==> config.mk <==
export PLATFORM = sky130hd
export DESIGN_NAME = seven_seg_scan_mux
export DESIGN_NICKNAME = d
export VERILOG_FILES = /design/src/rtl/seven_seg_scan_mux.sv
export SDC_FILE = /design/constraint.sdc
export NUM_CORES = 1
export LEC_CHECK = 0
export BUFFER_PORTS_ARGS = -buffer_cell sky130_fd_sc_hd__buf_2
export CORE_MARGIN = 2
export CORE_UTILIZATION = 50
export CTS_CLUSTER_DIAMETER = 30
export CTS_CLUSTER_SIZE = 10
export DETAILED_ROUTE_END_ITERATION = 12
export PLACE_DENSITY = 0.72
export SYNTH_ARGS = -nofsm -noshare
export SYNTH_HDL_FRONTEND = slang
export SYNTH_SLANG_ARGS = --single-unit
==> constraint.sdc <==
create_clock -name clk -period 4.8 [get_ports clk]
set_input_delay 0.96 -clock clk [delete_from_list [all_inputs] [get_ports clk]]
set_output_delay 0.96 -clock clk [all_outputs]
set_load 0.02 [all_outputs]
==> src/rtl/seven_seg_scan_mux.sv <==
// Scans NUM_DIGITS 7-segment patterns onto a shared segment bus, one anode per digit.
// A shadow copy of the inputs is taken once per frame, and each digit slot opens with a dark dead-time.
module seven_seg_scan_mux #(
  parameter int NUM_DIGITS    = 4,
  parameter int REFRESH_DIV   = 50000,
  parameter int BLANK_CYCLES  = 500,
  parameter int ANODE_ACT_LOW = 1,
  parameter int SEG_ACT_LOW   = 1
) (
  input  logic                                                 clk,
  input  logic                                                 rst_n,
  input  logic                                                 en,
  input  logic [7*NUM_DIGITS-1:0]                              seg_in,
  input  logic [NUM_DIGITS-1:0]                                dp_in,
  output logic [NUM_DIGITS-1:0]                                an,
  output logic [6:0]                                           seg,
  output logic                                                 dp,
  output logic [((NUM_DIGITS > 1) ? $clog2(NUM_DIGITS) : 1)-1:0] digit_idx,
  output logic                                                 frame_tick
);

  localparam int CNT_W = $clog2(REFRESH_DIV);
  localparam int IDX_W = (NUM_DIGITS > 1) ? $clog2(NUM_DIGITS) : 1;

  localparam logic [CNT_W-1:0]      BLANK_LAST = CNT_W'(BLANK_CYCLES - 1);
  localparam logic [CNT_W-1:0]      SLOT_LAST  = CNT_W'(REFRESH_DIV - 1);
  localparam logic [IDX_W-1:0]      IDX_LAST   = IDX_W'(NUM_DIGITS - 1);
  localparam logic [NUM_DIGITS-1:0] AN_OFF     = (ANODE_ACT_LOW != 0) ? {NUM_DIGITS{1'b1}} : '0;
  localparam logic [6:0]            SEG_OFF    = (SEG_ACT_LOW != 0) ? 7'h7F : 7'h00;
  localparam logic                  DP_OFF     = (SEG_ACT_LOW != 0);

  typedef enum logic [1:0] {IDLE, BLANK, ON} state_t;

  state_t                  state_q, state_d;
  logic [CNT_W-1:0]        cnt_q, cnt_d;
  logic [IDX_W-1:0]        idx_q, idx_d;
  logic [7*NUM_DIGITS-1:0] sh_seg_q, sh_seg_d;
  logic [NUM_DIGITS-1:0]   sh_dp_q, sh_dp_d;
  logic                    tick_q, tick_d;
  logic [NUM_DIGITS-1:0]   an_q, an_d;
  logic [6:0]              seg_q, seg_d;
  logic                    dp_q, dp_d;

  logic [NUM_DIGITS-1:0]   an_on;
  logic [6:0]              seg_on;
  logic                    dp_on;

  always_comb begin
    state_d  = state_q;
    cnt_d    = cnt_q;
    idx_d    = idx_q;
    sh_seg_d = sh_seg_q;
    sh_dp_d  = sh_dp_q;
    tick_d   = 1'b0;
    if (!en) begin
      state_d = IDLE;
      cnt_d   = '0;
      idx_d   = '0;
    end else begin
      case (state_q)
        IDLE: begin
          state_d  = BLANK;
          cnt_d    = '0;
          idx_d    = '0;
          sh_seg_d = seg_in;
          sh_dp_d  = dp_in;
          tick_d   = 1'b1;
        end
        BLANK: begin
          cnt_d = cnt_q + 1'b1;
          if (cnt_q == BLANK_LAST) state_d = ON;
        end
        ON: begin
          if (cnt_q == SLOT_LAST) begin
            state_d = BLANK;
            cnt_d   = '0;
            // Shadow reloads only at the frame wrap so a frame never mixes old and new data
            if (idx_q == IDX_LAST) begin
              idx_d    = '0;
              sh_seg_d = seg_in;
              sh_dp_d  = dp_in;
              tick_d   = 1'b1;
            end else begin
              idx_d = idx_q + 1'b1;
            end
          end else begin
            cnt_d = cnt_q + 1'b1;
          end
        end
        default: state_d = IDLE;
      endcase
    end
  end

  // Pin values are derived from next-state so they land on the same edge as the state
  always_comb begin
    an_on  = '0;
    seg_on = '0;
    dp_on  = 1'b0;
    if (state_d == ON) begin
      for (int i = 0; i < NUM_DIGITS; i++) begin
        if (idx_d == IDX_W'(i)) begin
          an_on[i] = 1'b1;
          seg_on   = sh_seg_d[7*i +: 7];
          dp_on    = sh_dp_d[i];
        end
      end
    end
    an_d  = (ANODE_ACT_LOW != 0) ? ~an_on : an_on;
    seg_d = (SEG_ACT_LOW != 0) ? ~seg_on : seg_on;
    dp_d  = (SEG_ACT_LOW != 0) ? ~dp_on : dp_on;
  end

  always_ff @(posedge clk or negedge rst_n) begin
    if (!rst_n) begin
      state_q  <= IDLE;
      cnt_q    <= '0;
      idx_q    <= '0;
      sh_seg_q <= '0;
      sh_dp_q  <= '0;
      tick_q   <= 1'b0;
      an_q     <= AN_OFF;
      seg_q    <= SEG_OFF;
      dp_q     <= DP_OFF;
    end else begin
      state_q  <= state_d;
      cnt_q    <= cnt_d;
      idx_q    <= idx_d;
      sh_seg_q <= sh_seg_d;
      sh_dp_q  <= sh_dp_d;
      tick_q   <= tick_d;
      an_q     <= an_d;
      seg_q    <= seg_d;
      dp_q     <= dp_d;
    end
  end

  assign an         = an_q;
  assign seg        = seg_q;
  assign dp         = dp_q;
  assign digit_idx  = idx_q;
  assign frame_tick = tick_q;

endmodule

==> Word-level counts from Yosys, hierarchy flattened <==
Cells that the tools add are included.
{ "word_totals": {"elab_cells": 64, "in_bits": 35, "out_inout_bits": 15, "reg_bits": 65} }
{ "classes": {"n_reduce_logical": 2, "bitwise": 3, "n_addsub": 2, "muxes": 38, "n_eq_ne": 10} }
{ "ops": {"columns": ["op", "n"], "rows": [
  ["$mux 28", 3],
  ["$pmux 28 s2", 1],
  ["$pmux 16 s3", 1],
  ["$mux 7", 5],
  ["$mux 16", 2],
  ["$add 16x1->16 const B", 1],
  ["$eq 16x16->1 const B", 1],
  ["$eq 16x9->1 const B", 1],
  ["$mux 4", 4],
  ["$mux 1", 12],
  ["$mux 2", 6],
  ["$eq 2x2->1 const B", 5],
  ["$pmux 4 s2", 1],
  ["$not 7->7", 1],
  ["$pmux 2 s3", 1],
  ["$eq 2x1->1 const B", 2],
  ["$logic_not 2->1", 2],
  ["$ne 4x1->1 const B", 1],
  ["$not 4->4", 1],
  ["$pmux 2 s2", 1],
  ["$add 2x1->2 const B", 1],
  ["$pmux 1 s2", 1],
  ["$not 1->1", 1]
]} }

==> Longest topological paths before layout <==
Gate-level depths: netlist of run 1.
{ "logic_depth": {"word_depth": 12, "mapped_depth": 11, "ltp_nobuf": 10} }

==> Worst setup path before layout of run 1 <==
OpenSTA, ideal clock, no wires.
{ "synth_timing": {"path_kind": "input port to flip-flop", "startpoint": "input port en", "endpoint": "register cnt_q[10]", "t_required_ns": 4.668, "path_buffers": 1, "t_arrival_ns": 2.495, "setup_time_ns": 0.132, "slack_ns": 2.173, "stages": 8, "path_cell_list": "buf_2 > inv_1 > nor4_1 > nand4b_1 > nor2_1 > nand2_1 > xor2_1 > nor2_1"} }
{ "synth_via": {"elab_chain_len": 1, "word_cells_on_any_way": 2, "classes_between": "eq/ne: 1; mux: 1"} }
{ "synth_lines": {"columns": ["element", "line_no", "source"], "rows": [
  ["start: declaration", "12", "input logic en,"],
  ["$ne 4x1->1 (no line) or $mux 16 (tied branches)", null, null],
  ["end signal: assignment", "127", "cnt_q <= cnt_d;"],
  ["end: declaration", "35", "logic [CNT_W-1:0] cnt_q, cnt_d;"]
]} }
Parallel ways exist; a longest one is shown, timed or not.
A chain may end at the register's enable or synchronous reset.

==> Final worst setup path of run 1 <==
{ "layout_timing": {"startpoint": "register cnt_q[0]", "endpoint": "register cnt_q[6]"} }
{ "layout_via": {"elab_chain_len": 4, "word_cells_on_any_way": 5, "classes_between": "add/sub: 1; eq/ne: 1; mux: 3"} }
{ "layout_lines": {"columns": ["element", "line_no", "source"], "rows": [
  ["$add 16x1->16 or $eq 16x16->1 (tied branches)", "70, 87, 74", null],
  ["$mux 16", "74", "if (cnt_q == SLOT_LAST) begin"],
  ["$pmux 16 s3 (*)", "60", "case (state_q)"],
  ["$mux 16 (*)", "55", "if (!en) begin"]
]} }
Mark *: on every way between the ends. The rest lies on a longest branch, timed or not.

==> reports/metrics.csv, run 1 <==
metric,value,unit
drv_slew,0,
postSynthAreaPerCell,11.44,um2
fillers,510,
nNetsFinal,360,
die_w,81.89,um
drt-vias-per-instance,5.830,
root_buffer,clkbuf_8,
pwr_density_cell,343.9,nW/um2
grt_usage,21.99,%
cellLeakagePower,1.616,nW
cts.clk_slew.worst_paths,70,ps
worst_ir_drop_vdd,175.7,uV
drc,0,
initial_utilization,51.53,%
synth_enable_flop_cells,0,
postCtsHoldBufs,0,
cts_made_buffers,9,
total_power,1.220,mW
max_slew_margin,39.17,%
setup-violations-final,0,
cts.path.max_buffers,2,
fin_worst_skew,12.62,ps
crit_fanout,12,
timing.final.hold_violations,0,
critPathLaunchType,flip-flop,
postSynth.asyncResetShare,100.0,%
yosysWarnings,0,
drive_above_1_share,31.79,%
vias,2326,
fmax,341.9,MHz
worst_slew_pin_slew,909.1,ps
dieHeight,81.89,um
syn-num-nets,306,
die_area,6705,um2
rows,28,
pin_count,50,
ant_nets,0,
portBuffers,49,
cap_violations,0,
cp_data_required_time,5020,ps
grt_pass1_vias,2263,
cts_tree,done,
cts_max_level,3,
ys_seq_area_share,54.13,%
rsz0062_at_grt,no,
diodes,0,
synthTopCellsByArea,"dfrtp_1, dfstp_2, a22o_1",
synth_seq_cells,65,
clock-sinks,65,
post_drt_wl_per_cell,16.97,um
path_class,reg -> reg,
clk_latency,350,ps
cp.arrival,3150,ps
post_cts_buffers,0,
netlist_instances,265,
synth_cell_types,55,
synth_area_leader_cell,dfrtp_1,
drt_iter0_drc,213,
grt_pass1_wl,11020,um
fin_crit,2925,ps
wl,6772,um
antenna_found_initial,0,
cp-end-kind,flip-flop,
core-area,5886,um2
grt_max_degree,66,
finalWeightedCongestion,0.7841,
grt-ovfl-total,0,
fin_tns_setup,0,ps
period_share,60.94,%
synthFlopType,dfrtp_1,
synth_top_area_share,43.73,%
firstDrtPassIters,4,
syn_to_final_growth,16.91,%
post-dp-hpwl,4591,um
min_path_type,reg -> reg,
cts_resized,0,
status,"complete, no violations",
synth_area,3033,um2
-- routing by layer --
layer  wire length, um  vias to the layer above  global-route usage, %
li1                  -                     1110                      -
met1              3315                     1135                  32.49
met2              2989                       68                  31.30
met3               352                       13                  4.396
met4               114                        0                  9.833
met5                 0                        -                      0
-- stage by stage --
stage	cell area, um2	setup slack [ps]	hold slack, ps	util [%]	cells
floorplan	3033	2173	466.3	-	265
global placement	3357	1940	490.1	57.04	383
detailed placement	3357	1903	492.0	57.04	383
CTS	3546	1857	513.4	60.25	399
global route	3546	1667	522.6	60.25	399
finish	3546	1875	513.3	60.25	399
-- path summary, 6_finish.rpt --
path                              from  slack [ps]  cells past startpoint           to
setup / recovery              cnt_q[0]        1880                      8     cnt_q[6]
hold reg to reg            sh_seg_q[7]         510                      1  sh_seg_q[7]
max in group asynchronous        rst_n        3480                      2    cnt_q[14]
hold / removal             sh_seg_q[7]         510                      1  sh_seg_q[7]
setup reg to reg              cnt_q[0]        1880                      8     cnt_q[6]
min in group asynchronous        rst_n         760                      2    cnt_q[12]
-- placed cells by master, fill, tap and decap left out, drive strengths merged, types with 8 or more instances in the layout --
cell type	Yosys	layout
buf	4	53
clkbuf	6	11
inv	9	10
a22o	34	34
dfstp	12	12
o21ai	15	15
xor2	8	8
nand2	22	22
dfrtp	53	53
nor2	23	23
-- synthesized netlist by cell type (3+ instances only) --
| cell type | number |
|---|---|
| dfrtp_1 | 53 |
| a22o_1 | 32 |
| nor2_1 | 22 |
| nand2_1 | 20 |
| dfstp_2 | 12 |
| o21ai_0 | 9 |
| inv_1 | 8 |
| xor2_1 | 8 |
| a21oi_1 | 6 |
| and3_1 | 6 |
| clkbuf_1 | 6 |
| ha_1 | 6 |
| nand3_1 | 6 |
| o211a_1 | 5 |
| o21ai_1 | 5 |
| a32oi_1 | 4 |
| o221a_2 | 4 |
| buf_2 | 3 |
| nand4_1 | 3 |
-- worst max-delay path, stage by stage, from the launching register on --
cell	delay [ps]
dfrtp_1	410
ha_1	250
or3b_4	420
o41a_1	480
o211a_1	270
nor2_1	590
o22ai_1	200
nand2_1	110
o41ai_1	70
-- final cells by class --
cell class / count / area (um2) / share of cell area (%)
multi-input combinational: 181 / 1313 / 37.01
timing repair buffer: 53 / 275.3 / 7.763
tap: 75 / 93.84 / 2.646
clock buffer: 11 / 151.4 / 4.270
inverter: 9 / 33.78 / 0.9527
sequential: 65 / 1642 / 46.29
clock inverter: 5 / 37.54 / 1.059
-- sequential cells by signal (all words and copies together) (netlist names) --
| register | count |
|---|---|
| cnt_q | 16 |
| seg | 7 |
| state_q | 2 |
| frame_tick | 1 |
| sh_seg_q | 28 |
| sh_dp_q | 4 |
| dp | 1 |
| an | 4 |
| digit_idx | 2 |
-- where the power goes --
group | internal (mW) | total, mW | switching [mW]
Clock | 0.217 | 0.439 | 0.222
Sequential | 0.600 | 0.617 | 0.0177
Combinational | 0.0747 | 0.163 | 0.0885
-- logic make-up (layout without fill, tap and decap cells) --
kind of cell	after synthesis	in the layout	synth area share, %
flip-flops	65	65	54.13
AND/OR/NAND/NOR	81	81	15.10
adder cells (fa/ha/maj)	6	6	2.475
buffers and inverters	19	78	2.722
AO/OA/AOI/OAI	84	84	22.69
XOR/XNOR	10	10	2.888
Power figures use the tool's default switching activity.
==> inputs of run 2 (changes only) <==
--- a/config.mk
+++ b/config.mk
@@ -5,13 +5,14 @@
 export SDC_FILE = /design/constraint.sdc
 export NUM_CORES = 1
 export LEC_CHECK = 0
+export ABC_AREA = 1
 export BUFFER_PORTS_ARGS = -buffer_cell sky130_fd_sc_hd__buf_2
 export CORE_MARGIN = 2
 export CORE_UTILIZATION = 50
 export CTS_CLUSTER_DIAMETER = 30
 export CTS_CLUSTER_SIZE = 10
 export DETAILED_ROUTE_END_ITERATION = 12
-export PLACE_DENSITY = 0.72
+export PLACE_DENSITY = 0.71
 export SYNTH_ARGS = -nofsm -noshare
 export SYNTH_HDL_FRONTEND = slang
 export SYNTH_SLANG_ARGS = --single-unit
==> constraint.sdc (replaced) <==
create_clock -name clk -period 2.97 [get_ports clk]
set_input_delay 0.594 -clock clk [delete_from_list [all_inputs] [get_ports clk]]
set_output_delay 0.594 -clock clk [all_outputs]
set_load 0.02 [all_outputs]
==> reports/metrics.csv, run 2 <==
metric,value,unit,change
fin_crit,2308,ps,-617.0 ps
post-dp-hpwl,5629,um,+23%
drt-vias-per-instance,5.103,,-12%
postSynthAreaPerCell,7.714,um2,-33%
wl,7600,um,+12%
timing.final.hold_violations,0,,unchanged
min_path_type,in -> async,,
syn_to_final_growth,16.55,%,
cts_made_buffers,9,,unchanged
fin_worst_skew,12.18,ps,-0.4419 ps
worst_ir_drop_vdd,390.6,uV,+120%
diodes,0,,unchanged
period_share,77.71,%,+17 points
grt-ovfl-total,0,,unchanged
cap_violations,0,,unchanged
initial_utilization,51.15,%,-0.38 points
cp.arrival,2580,ps,-570 ps
max_slew_margin,43.62,%,+4.4 points
p_comb_share,10.6,%,-2.8 points
drt_iter0_drc,190,,-11%
drc,0,,unchanged
ant_nets,0,,unchanged
synth_most_common_cell,nand2_1,,
vias,3011,,+29%
cts_max_level,3,,unchanged
postSynth.asyncResetShare,100.0,%,unchanged
share_seq_of_total_power,45.9,%,-4.7 points
layout_common_cells,"nand2_1, dfrtp_1, buf_2, inv_1, nor2_1",,
post_drt_wl_per_cell,12.88,um,-24%
synth_seq_cells,65,,unchanged
antenna_found_initial,0,,unchanged
synth_enable_flop_cells,0,,unchanged
drive_above_1_share,22.16,%,-9.6 points
fin_tns_setup,0,ps,unchanged
register_area,1642,um2,unchanged
fmax,433.3,MHz,+27%
multi_input_area,1562,um2,+19%
post_cts_buffers,0,,unchanged
worst_slew_pin_slew,845.8,ps,-63.28 ps
synth_top_area_share,38.38,%,-5.4 points
syn-num-nets,489,,+60%
rsz0062_at_grt,no,,
clock-sinks,65,,unchanged
cts.clk_slew.worst_paths,80,ps,about the same
portBuffers,49,,unchanged
cts_tree,done,,
status,"complete, no violations",,
ys_top_cells_by_count,"nand2_1, dfrtp_1, inv_1",,
postCtsHoldBufs,0,,unchanged
grt_pass1_vias,2864,,+27%
pin_count,50,,unchanged
finalWeightedCongestion,0.8710,,+11%
grt_usage,21.38,%,-0.61 points
grt_max_degree,39,,-41%
synth_area_leader_cell,dfrtp_1,,
swShare,24.93,%,-2.0 points
crit_fanout,27,,+15
drv_slew,0,,unchanged
path_class,reg -> reg,,
nNetsFinal,546,,+52%
fillers,625,,+23%
layout_commonest_cell,nand2_1,,
setup-violations-final,0,,unchanged
synthTopCellsByArea,"dfrtp_1, nand2_1, dfstp_2",,
total_power,2.110,mW,+73%
die_w,87.14,um,+6.4%
synth_cell_types,33,,-40%
cts_resized,0,,unchanged
grt_pass1_wl,12820,um,+16%
synthFlopType,dfrtp_1,,
clk_latency,340,ps,about the same
finish.utilization,59.61,%,-0.64 points
netlist_instances,448,,+69%
firstDrtPassIters,5,,+1
ys_seq_area_share,47.50,%,-6.6 points
largest_reg_flops,28,,unchanged
cts.path.max_buffers,2,,unchanged
die_area,7593,um2,+13%
cellLeakagePower,2.078,nW,+29%
cp-end-kind,flip-flop,,
core-area,6756,um2,+15%
critPathLaunchType,flip-flop,,
cp_data_required_time,3250,ps,-1770 ps
rows,30,,+7.1%
p_clk_share,43.5,%,+7.5 points
root_buffer,clkbuf_8,,
dieHeight,87.14,um,+6.4%
largest-register,sh_seg_q,,
synth_area,3456,um2,+14%
p_sw,0.5261,mW,+60%
pwr_density_cell,524.0,nW/um2,+52%
yosysWarnings,0,,unchanged
intPower,1.584,mW,+78%
[run 2: worst paths after layout]
path                                 start      endpoint  slack [ps]  cells past startpoint
worst min-delay path                 rst_n      cnt_q[3]         360                      1
worst max-delay path            state_q[0]        seg[0]         660                     12
worst min register to register  sh_dp_q[3]    sh_dp_q[3]         480                      2
max in group asynchronous            rst_n         an[2]        1830                      2
min in group clk                seg_in[19]  sh_seg_q[19]         460                      3
worst max register to register  state_q[0]        seg[0]         660                     12
[run 2: stage by stage]
| step | cells | hold WS [ps] | setup WS, ps | area, um2 |
|---|---|---|---|---|
| 6_report | 590 | 356.3 | 662.1 | 4028 |
| 2_1_floorplan | 448 | 298.4 | 1060 | 3456 |
| 3_5_place_dp | 574 | 459.5 | 657.2 | 3786 |
| 5_1_grt | 590 | 423.5 | 306.6 | 4028 |
| 4_1_cts | 590 | 385.9 | 636.1 | 4028 |
| 3_3_place_gp | 574 | 455.1 | 728.1 | 3786 |
[run 2: layout make-up]
| class | instances | area share, % |
|---|---|---|
| Clock buffer | 10 | 3.169 |
| Multi-Input combinational cell | 320 | 38.77 |
| Tap cell | 80 | 2.485 |
| Timing Repair Buffer | 51 | 6.462 |
| Sequential cell | 65 | 40.76 |
| Inverter | 58 | 5.530 |
| Clock inverter | 6 | 2.827 |
[run 2: logic make-up after synthesis]
group / count (synthesis) / synth area share (%)
DFF: 65 / 47.50
buffers and inverters: 63 / 7.313
AOI/OAI and AO/OA: 46 / 7.712
and+or+nand+nor: 267 / 35.05
adders and majority gates: 6 / 2.172
xor gates and xnor gates: 1 / 0.2535
[run 2: power by group through the flow]
| stage | sequential, mW | combinational (mW) | clock [mW] |
|---|---|---|---|
| 2_1_floorplan | 0.980 | 0.148 | 0 |
| 3_3_place_gp | 0.984 | 0.219 | 0 |
| 3_5_place_dp | 0.984 | 0.225 | 0 |
| 4_1_cts | 0.968 | 0.227 | 0.928 |
| 5_1_grt | 0.973 | 0.263 | 0.961 |
| 6_report | 0.968 | 0.225 | 0.918 |
[run 2: metal layers]
| layer | share of wire (%) | GRT usage, % | vias to the layer above |
|---|---|---|---|
| met5 | 0 | 0 | - |
| met4 | 1.6 | 6.713 | 0 |
| met3 | 4.3 | 4.171 | 12 |
| met2 | 46 | 34.21 | 74 |
| met1 | 48 | 29.47 | 1411 |
| li1 | - | - | 1514 |
[run 2: worst max-delay path: stages, from the launching register on]
cell and delay, ps:
dfrtp_1 410, inv_1 110, ha_1 360, inv_1 100, nand2_1 140, inv_2 80, nor2_4 150, nand2_2 330
nand2_1 160, nand2_1 80, nand3_1 80, nand3_1 80, a21oi_1 170
